### src/rtl/fixed_dot_acc.sv
// fixed_dot_acc: streaming sign-magnitude fixed-point dot product.
// One element pair per cycle is multiplied (stage 1) and accumulated
// (stage 2); one saturating sign-magnitude result is emitted per vector.
module fixed_dot_acc #(
  parameter int WL  = 32,
  parameter int IWL = 8
) (
  input  logic          clk,
  input  logic          rst,
  input  logic          in_valid,
  output logic          in_ready,
  input  logic [WL-1:0] in_a,
  input  logic [WL-1:0] in_b,
  input  logic          in_last,
  output logic          out_valid,
  input  logic          out_ready,
  output logic [WL-1:0] out_data,
  output logic          out_ovf
);

  localparam int FWL = WL - IWL;
  localparam int MW  = WL - 1;                  // magnitude width
  localparam logic [MW-1:0] MAG_MAX = '1;

  typedef enum logic [1:0] {
    ACC,
    FLUSH,
    OUT
  } state_t;

  state_t state;

  // Stage 1 product register
  logic          p_valid;
  logic          p_sign;
  logic [MW-1:0] p_mag;
  logic          p_ovf;

  // Stage 2 accumulator register
  logic          acc_sign;
  logic [MW-1:0] acc_mag;
  logic          ovf;

  logic accept;

  // Combinational multiply of the incoming pair
  logic [2*MW-1:0] full_prod;
  logic [2*MW-1:0] prod_shift;
  logic            prod_sat;
  logic [MW-1:0]   prod_mag;
  logic            prod_sign;

  // Combinational next accumulator value
  logic [MW:0]   sum_mag;
  logic          nxt_sign;
  logic [MW-1:0] nxt_mag;
  logic          add_ovf;

  assign accept    = in_valid && (state == ACC);
  assign in_ready  = (state == ACC);
  assign out_valid = (state == OUT);
  assign out_data  = {acc_sign, acc_mag};
  assign out_ovf   = ovf;

  // Multiply magnitudes, drop FWL fraction bits, saturate, and suppress -0
  always_comb begin
    full_prod  = (2*MW)'(in_a[MW-1:0]) * (2*MW)'(in_b[MW-1:0]);
    prod_shift = full_prod >> FWL;
    prod_sat   = |prod_shift[2*MW-1:MW];
    prod_mag   = prod_sat ? MAG_MAX : prod_shift[MW-1:0];
    prod_sign  = (in_a[WL-1] ^ in_b[WL-1]) && (prod_mag != '0);
  end

  // Sign-magnitude add of the registered product into the accumulator
  // NOTE: every output gets a default first so no path leaves a value held,
  // which would otherwise infer a latch.
  always_comb begin
    sum_mag  = {1'b0, acc_mag} + {1'b0, p_mag};
    nxt_sign = acc_sign;
    nxt_mag  = acc_mag;
    add_ovf  = 1'b0;
    if (acc_sign == p_sign) begin
      if (sum_mag[MW]) begin
        nxt_mag = MAG_MAX;
        add_ovf = 1'b1;
      end else begin
        nxt_mag = sum_mag[MW-1:0];
      end
    end else if (acc_mag >= p_mag) begin
      nxt_mag = acc_mag - p_mag;
    end else begin
      nxt_mag  = p_mag - acc_mag;
      nxt_sign = p_sign;
    end
    if (nxt_mag == '0) nxt_sign = 1'b0;
  end

  // Control FSM, product stage and accumulator stage
  // NOTE: all state here updates with non-blocking assignments so every
  // register samples the pre-edge values of the others.
  always_ff @(posedge clk) begin
    if (rst) begin
      state    <= ACC;
      p_valid  <= 1'b0;
      p_sign   <= 1'b0;
      p_mag    <= '0;
      p_ovf    <= 1'b0;
      acc_sign <= 1'b0;
      acc_mag  <= '0;
      ovf      <= 1'b0;
    end else begin
      p_valid <= accept;
      if (accept) begin
        p_sign <= prod_sign;
        p_mag  <= prod_mag;
        p_ovf  <= prod_sat;
      end

      if (p_valid) begin
        acc_sign <= nxt_sign;
        acc_mag  <= nxt_mag;
        ovf      <= ovf | p_ovf | add_ovf;
      end

      case (state)
        ACC: begin
          if (accept && in_last) state <= FLUSH;
        end
        FLUSH: begin
          // Wait until the last product has drained into the accumulator
          if (!p_valid) state <= OUT;
        end
        OUT: begin
          if (out_ready) begin
            state    <= ACC;
            acc_sign <= 1'b0;
            acc_mag  <= '0;
            ovf      <= 1'b0;
          end
        end
        default: state <= ACC;
      endcase
    end
  end

endmodule

### config.mk
export PLATFORM = sky130hd
export DESIGN_NAME = fixed_dot_acc
export DESIGN_NICKNAME = d
export VERILOG_FILES = /design/src/rtl/fixed_dot_acc.sv
export SDC_FILE = /design/constraint.sdc
export NUM_CORES = 2
export LEC_CHECK = 0
export CORE_ASPECT_RATIO = 0.75
export CORE_MARGIN = 4
export CORE_UTILIZATION = 71
export DETAILED_ROUTE_END_ITERATION = 8
export GPL_TIMING_DRIVEN = 0
export HOLD_SLACK_MARGIN = 0.05
export PLACE_DENSITY = 0.9
export SYNTH_ARGS = -nofsm -noshare
export SYNTH_HDL_FRONTEND = slang
export SYNTH_SLANG_ARGS = --single-unit
export TNS_END_PERCENT = 10
### constraint.sdc
create_clock -name clk -period 15.9 [get_ports clk]
set_input_delay 3.18 -clock clk [delete_from_list [all_inputs] [get_ports clk]]
set_output_delay 3.18 -clock clk [all_outputs]
set_load 0.03 [all_outputs]
# After elaboration in Yosys (flattened, before gate mapping)
# Index checks and enable logic that the tools add are counted.
op_classes:
  addsub: 3
  n_mul: 1
  order_cmp: 1
  eq_ne: 6
  muxes: 22
  bitwise: 3
  reduce_logical: 8
op_table:
  columns: ["op", "count"]
  rows:
  - ["$mux W31", 7]
  - ["$mul A31 B31 Y62", 1]
  - ["$sub A31 B31 Y31", 2]
  - ["$add A31 B31 Y32", 1]
  - ["$ge A31 B31 Y1", 1]
  - ["$logic_not A31 Y1", 1]
  - ["$reduce_bool A31 Y1", 1]
  - ["$mux W1", 11]
  - ["$reduce_or A7 Y1", 1]
  - ["$mux W2", 3]
  - ["$pmux W2 S3", 1]
  - ["$ne A2 B1 Y1 const B", 2]
  - ["$logic_and A1 B1 Y1", 3]
  - ["$reduce_and A3 Y1", 1]
  - ["$eq A2 B1 Y1 const B", 1]
  - ["$eq A2 B2 Y1 const B", 1]
  - ["$logic_not A2 Y1", 1]
  - ["$ne A2 B2 Y1 const B", 1]
  - ["$or A1 B1 Y1", 2]
  - ["$eq A1 B1 Y1", 1]
  - ["$xor A1 B1 Y1", 1]
totals:
  ff_bits: 69
  input_bits: 69
  output_inout_bits: 35
  word_cells: 52

# Longest topological paths before layout
logic_depth:
  depth_word: 8
  mapped_depth: 31
  mapped_depth_nobuf: 28

# Worst setup path after synthesis
# OpenSTA, ideal clock, no wires.
synth_path:
  kind: "input port to flip-flop"
  from: "in in_a[29]"
  to: "reg p_sign"
  setup_ns: 0.131
  arrival_ns: 10.961
  required_time_ns: 15.769
  setup_slack_ns: 4.808
  cell_stages: 28
  cell_sequence: "clkbuf_1 > nand2_1 > fa_1 > inv_1 > fa_1 > fa_1 > inv_1 > fa_1 > inv_1 > fa_1 > fa_1 > fa_1 > inv_1 > fa_1 > inv_1 > ha_1 > clkbuf_1 > nand4_1 > or3_1 > a2111oi_2 > a211oi_2 > o21ai_1 > xor2_1 > or4_1 > or4_1 > or4_1 > nor4_2 > o41ai_1"
synth_via:
  elab_chain_cells: 5
synth_lines:
  columns: ["element", "line_no", "text"]
  rows:
  - ["from (decl)", "12", "input logic [WL-1:0] in_a,"]
  - ["$mul A31 B31 Y62 *", "67", "full_prod = (2*MW)'(in_a[MW-1:0]) * (2*MW)'(in_b[MW-1:0]);"]
  - ["$reduce_or A7 Y1", "69", "prod_sat = |prod_shift[2*MW-1:MW];"]
  - ["$mux W31 *", "70", "prod_mag = prod_sat ? MAG_MAX : prod_shift[MW-1:0];"]
  - ["$reduce_bool A31 Y1 *", "71", "prod_sign = (in_a[WL-1] ^ in_b[WL-1]) && (prod_mag != '0);"]
  - ["$logic_and A1 B1 Y1 *", "71", null]
  - ["to (signal assigned)", "114", "p_sign <= prod_sign;"]
  - ["to (decl)", "35", "logic p_sign;"]
# Mark *: on every way between the ends. The rest lies on a longest branch, timed or not.
# A chain may end at the register's enable or synchronous reset.

# Final worst setup path
layout_path:
  from: "in in_b[8]"
  to: "reg p_mag[18]"
layout_via:
  elab_chain_cells: 3
layout_lines:
  columns: ["element", "line_no", "text"]
  rows:
  - ["from (decl)", "13", "input logic [WL-1:0] in_b,"]
  - ["$mul A31 B31 Y62 *", "67", null]
  - ["$reduce_or A7 Y1", "69", null]
  - ["$mux W31 *", "70", null]
  - ["to (signal assigned)", "115", "p_mag <= prod_mag;"]
  - ["to (decl)", "36", "logic [MW-1:0] p_mag;"]
# Marks and branches as above.

==> impl_metrics.yaml <==
setup_path:
  cp-start-kind: "primary input"
  worst_setup_path_end_kind: "flip-flop"
  worstSetupPathType: "primary input to flip-flop"
  worstPathRequired_ns: 16.07
  critPathArrivalTime_ns: 14.50
  crit_fanout: 11
global_route:
  grt_use_total: 0.5326
  grt_max_degree: 16
  grt_pass1_vias: 37124
  overflow: 0
  antenna_found_initial: 25
  grt_first_pass_wirelength_um: 229000
yosys:
  seq_area_frac_synth: 0.03544
  postSynthRegisterBits: 69
  syn_nets: 5832
  ys_types: 84
  async_reset_ff_frac: 0
  synthCells: 4580
  ys_warn_count: 0
  synth_flop_cell: "dfxtp_1"
  syn_area_per_cell_sq_um: 8.509
  synth_edf_count: 0
  synth_area_sq_mm: 0.03897
route:
  vias_per_cell: 6.771
  vias: 36839
  wl_per_cell_um: 28.78
  drcViolationCount: 42
  final_antenna_net_count: 0
  finalWirelength_um: 156600
  drtPass1Iterations: 9
  drt_iter0_drc: 5967
cts:
  cts_resized: 0
  clk_pin_slew_worst_paths_ns: 0.07
  clock-root-buffer: "clkbuf_16"
  cts_tree: "yes"
  hold_buffers: 0
  numClockSinks: 69
  postCtsSetupBuffers: 0
  htreeDepth: 3
  clockBufferDepth: 2
  insertion_delay_ns: 0.36
  cts_buffers: 9
status:
  violations: "DRC, capacitance limit, slew limit"
  outcome: "finished with violations"
sta:
  tns_ns: 0
  worstMarginPinSlew_ns: 1.567
  relSlewSlack: -0.05290
  slew_violations: 2
  fmax_ghz: 0.06978
  min_period_over_period: 0.9012
  skew_ns: 0.008942
  period_minus_slack_ns: 14.33
  rsz0062_at_grt: "false"
  hold_viol_final: 0
  finalSetupViolCount: 0
min_path:
  hold_path.class: "flip-flop to flip-flop"
floorplan:
  rows: 74
  coreArea_sq_mm: 0.05435
  chipWidth_um: 278.5
  fp.dieArea_sq_mm: 0.05874
  num_io_pins: 104
  die_y_um: 210.9
  initial_core_util: 0.7171
placed_design:
  place.gp.congestion: 1.118
  hpwlAfterDp_um: 131400
  port_buffers: 103
finish:
  layout-drive-gt1-share: 0.01574
  fill_cells: 3650
  nNetsFinal: 5947
  area_delta_synth_final_pct: 5.856
  multi_input_area_sq_mm: 0.03323
  seqCellArea_sq_mm: 0.001381
run:
  cap_violations: 1
[placed cells by master (no fill, tap or decap), types with 26 or more instances in the layout]
| master | Yosys | final |
|---|---|---|
| ha_1 | 344 | 344 |
| clkbuf_1 | 253 | 253 |
| xnor2_1 | 26 | 26 |
| nand4_1 | 32 | 32 |
| nor3_1 | 51 | 51 |
| and2_1 | 529 | 529 |
| a211oi_1 | 62 | 62 |
| clkdlybuf4s50_1 | 0 | 103 |
| inv_1 | 874 | 874 |
| fa_1 | 839 | 839 |
| a21oi_1 | 170 | 170 |
| o21ai_0 | 97 | 97 |
| nand2_1 | 582 | 582 |
| dfxtp_1 | 69 | 69 |
| nor2_1 | 158 | 158 |
| nand3_1 | 36 | 36 |
| a21o_1 | 42 | 42 |
[routing by layer]
layer / track usage / part of all wire / wire length, um
met2: 0.6682 / 0.37 / 57390
met1: 0.6966 / 0.35 / 55390
met4: 0.2638 / 0.066 / 10310
met3: 0.3552 / 0.21 / 33230
met5: 0.01362 / 0.0016 / 251
[path summary, 6_finish.rpt]
check	to	startpoint	cells after the start	slack, ns
max	p_mag[18]	in_b[8]	27	1.57
min	state[0]	state[1]	1	0.48
max reg2reg	acc_sign	p_mag[15]	15	8.40
min reg2reg	state[0]	state[1]	1	0.48
[synth_stat cells, types with 22 or more instances]
master / count / area [sq um]
o21ai_0: 97 / 485.5
buf_2: 22 / 110.1
ha_1: 344 / 4304
mux2i_1: 22 / 220.2
inv_1: 874 / 3281
nor3_1: 51 / 255.2
a31oi_1: 23 / 143.9
xnor2_1: 26 / 227.7
a21o_1: 42 / 315.3
nor2_1: 158 / 593.1
nand4_1: 32 / 200.2
dfxtp_1: 69 / 1381
nand2_1: 582 / 2185
a211oi_1: 62 / 465.5
nand3_1: 36 / 180.2
fa_1: 839 / 16800
and2_1: 529 / 3309
clkbuf_1: 253 / 949.7
a21oi_1: 170 / 850.8
[cell type report]
class | count | area share
clock inverter | 7 | 0.001547
multi-input combinational | 3357 | 0.8056
sequential | 69 | 0.03348
inverter | 875 | 0.07961
clock buffer | 9 | 0.005459
tap | 722 | 0.02190
buffer | 279 | 0.02614
timing repair buffer | 104 | 0.02511
antenna | 19 | 0.001152
[state kept, by name, summed over array words and instances, names as in the netlist]
| register | count |
|---|---|
| p_ovf | 1 |
| acc_sign | 1 |
| p_valid | 1 |
| p_mag | 31 |
| acc_mag | 31 |
| state | 2 |
| out_ovf | 1 |
| p_sign | 1 |
[logic make-up (layout without fill, tap and decap cells)]
family	count (synthesis)	in the layout	share of synthesized area
buf+inv	1154	1274	0.1119
xor+xnor	45	45	0.01011
simple gates	1503	1503	0.1929
other cells	0	19	0
mux	26	26	0.006806
compound gates	600	600	0.1014
flops	69	69	0.03544
fa+ha+maj	1183	1183	0.5414
[through the flow]
step | instance area, sq um | setup WS (ns) | cells | util | hold slack (ns)
after global routing | 41220 | 1.808 | 5426 | 0.7584 | 0.4899
after CTS | 41200 | 2.441 | 5421 | 0.7580 | 0.4736
after global placement | 40910 | 2.284 | 5405 | 0.7527 | 0.4586
final | 41250 | 1.570 | 5441 | 0.7591 | 0.4804
after detailed placement | 40910 | 2.087 | 5405 | 0.7527 | 0.4713
after floorplan | 38970 | 4.808 | 4580 | - | 0.4388
[critical path, stage by stage]
cell and delay (ns):
clkdlybuf4s50_1 0.62, clkbuf_1 0.93, and2_1 0.28, fa_1 0.46, fa_1 0.57, inv_1 0.06
fa_1 0.51, fa_1 0.53, inv_1 0.07, fa_1 0.48, fa_1 0.50, fa_1 0.59
fa_1 0.48, ha_1 0.31, clkbuf_1 0.46, nand4_1 0.27, or3_1 0.41, a2111oi_2 0.65
a211oi_2 0.19, o21ai_1 0.40, mux2i_1 0.13, and4_1 0.17, nor4_1 0.33, o311ai_2 0.29
buf_2 0.26, nor3_1 1.23, a211oi_1 0.10
Power is not shown: default switching activity piles up to over one toggle a cycle in this logic, so the estimate is an artifact.
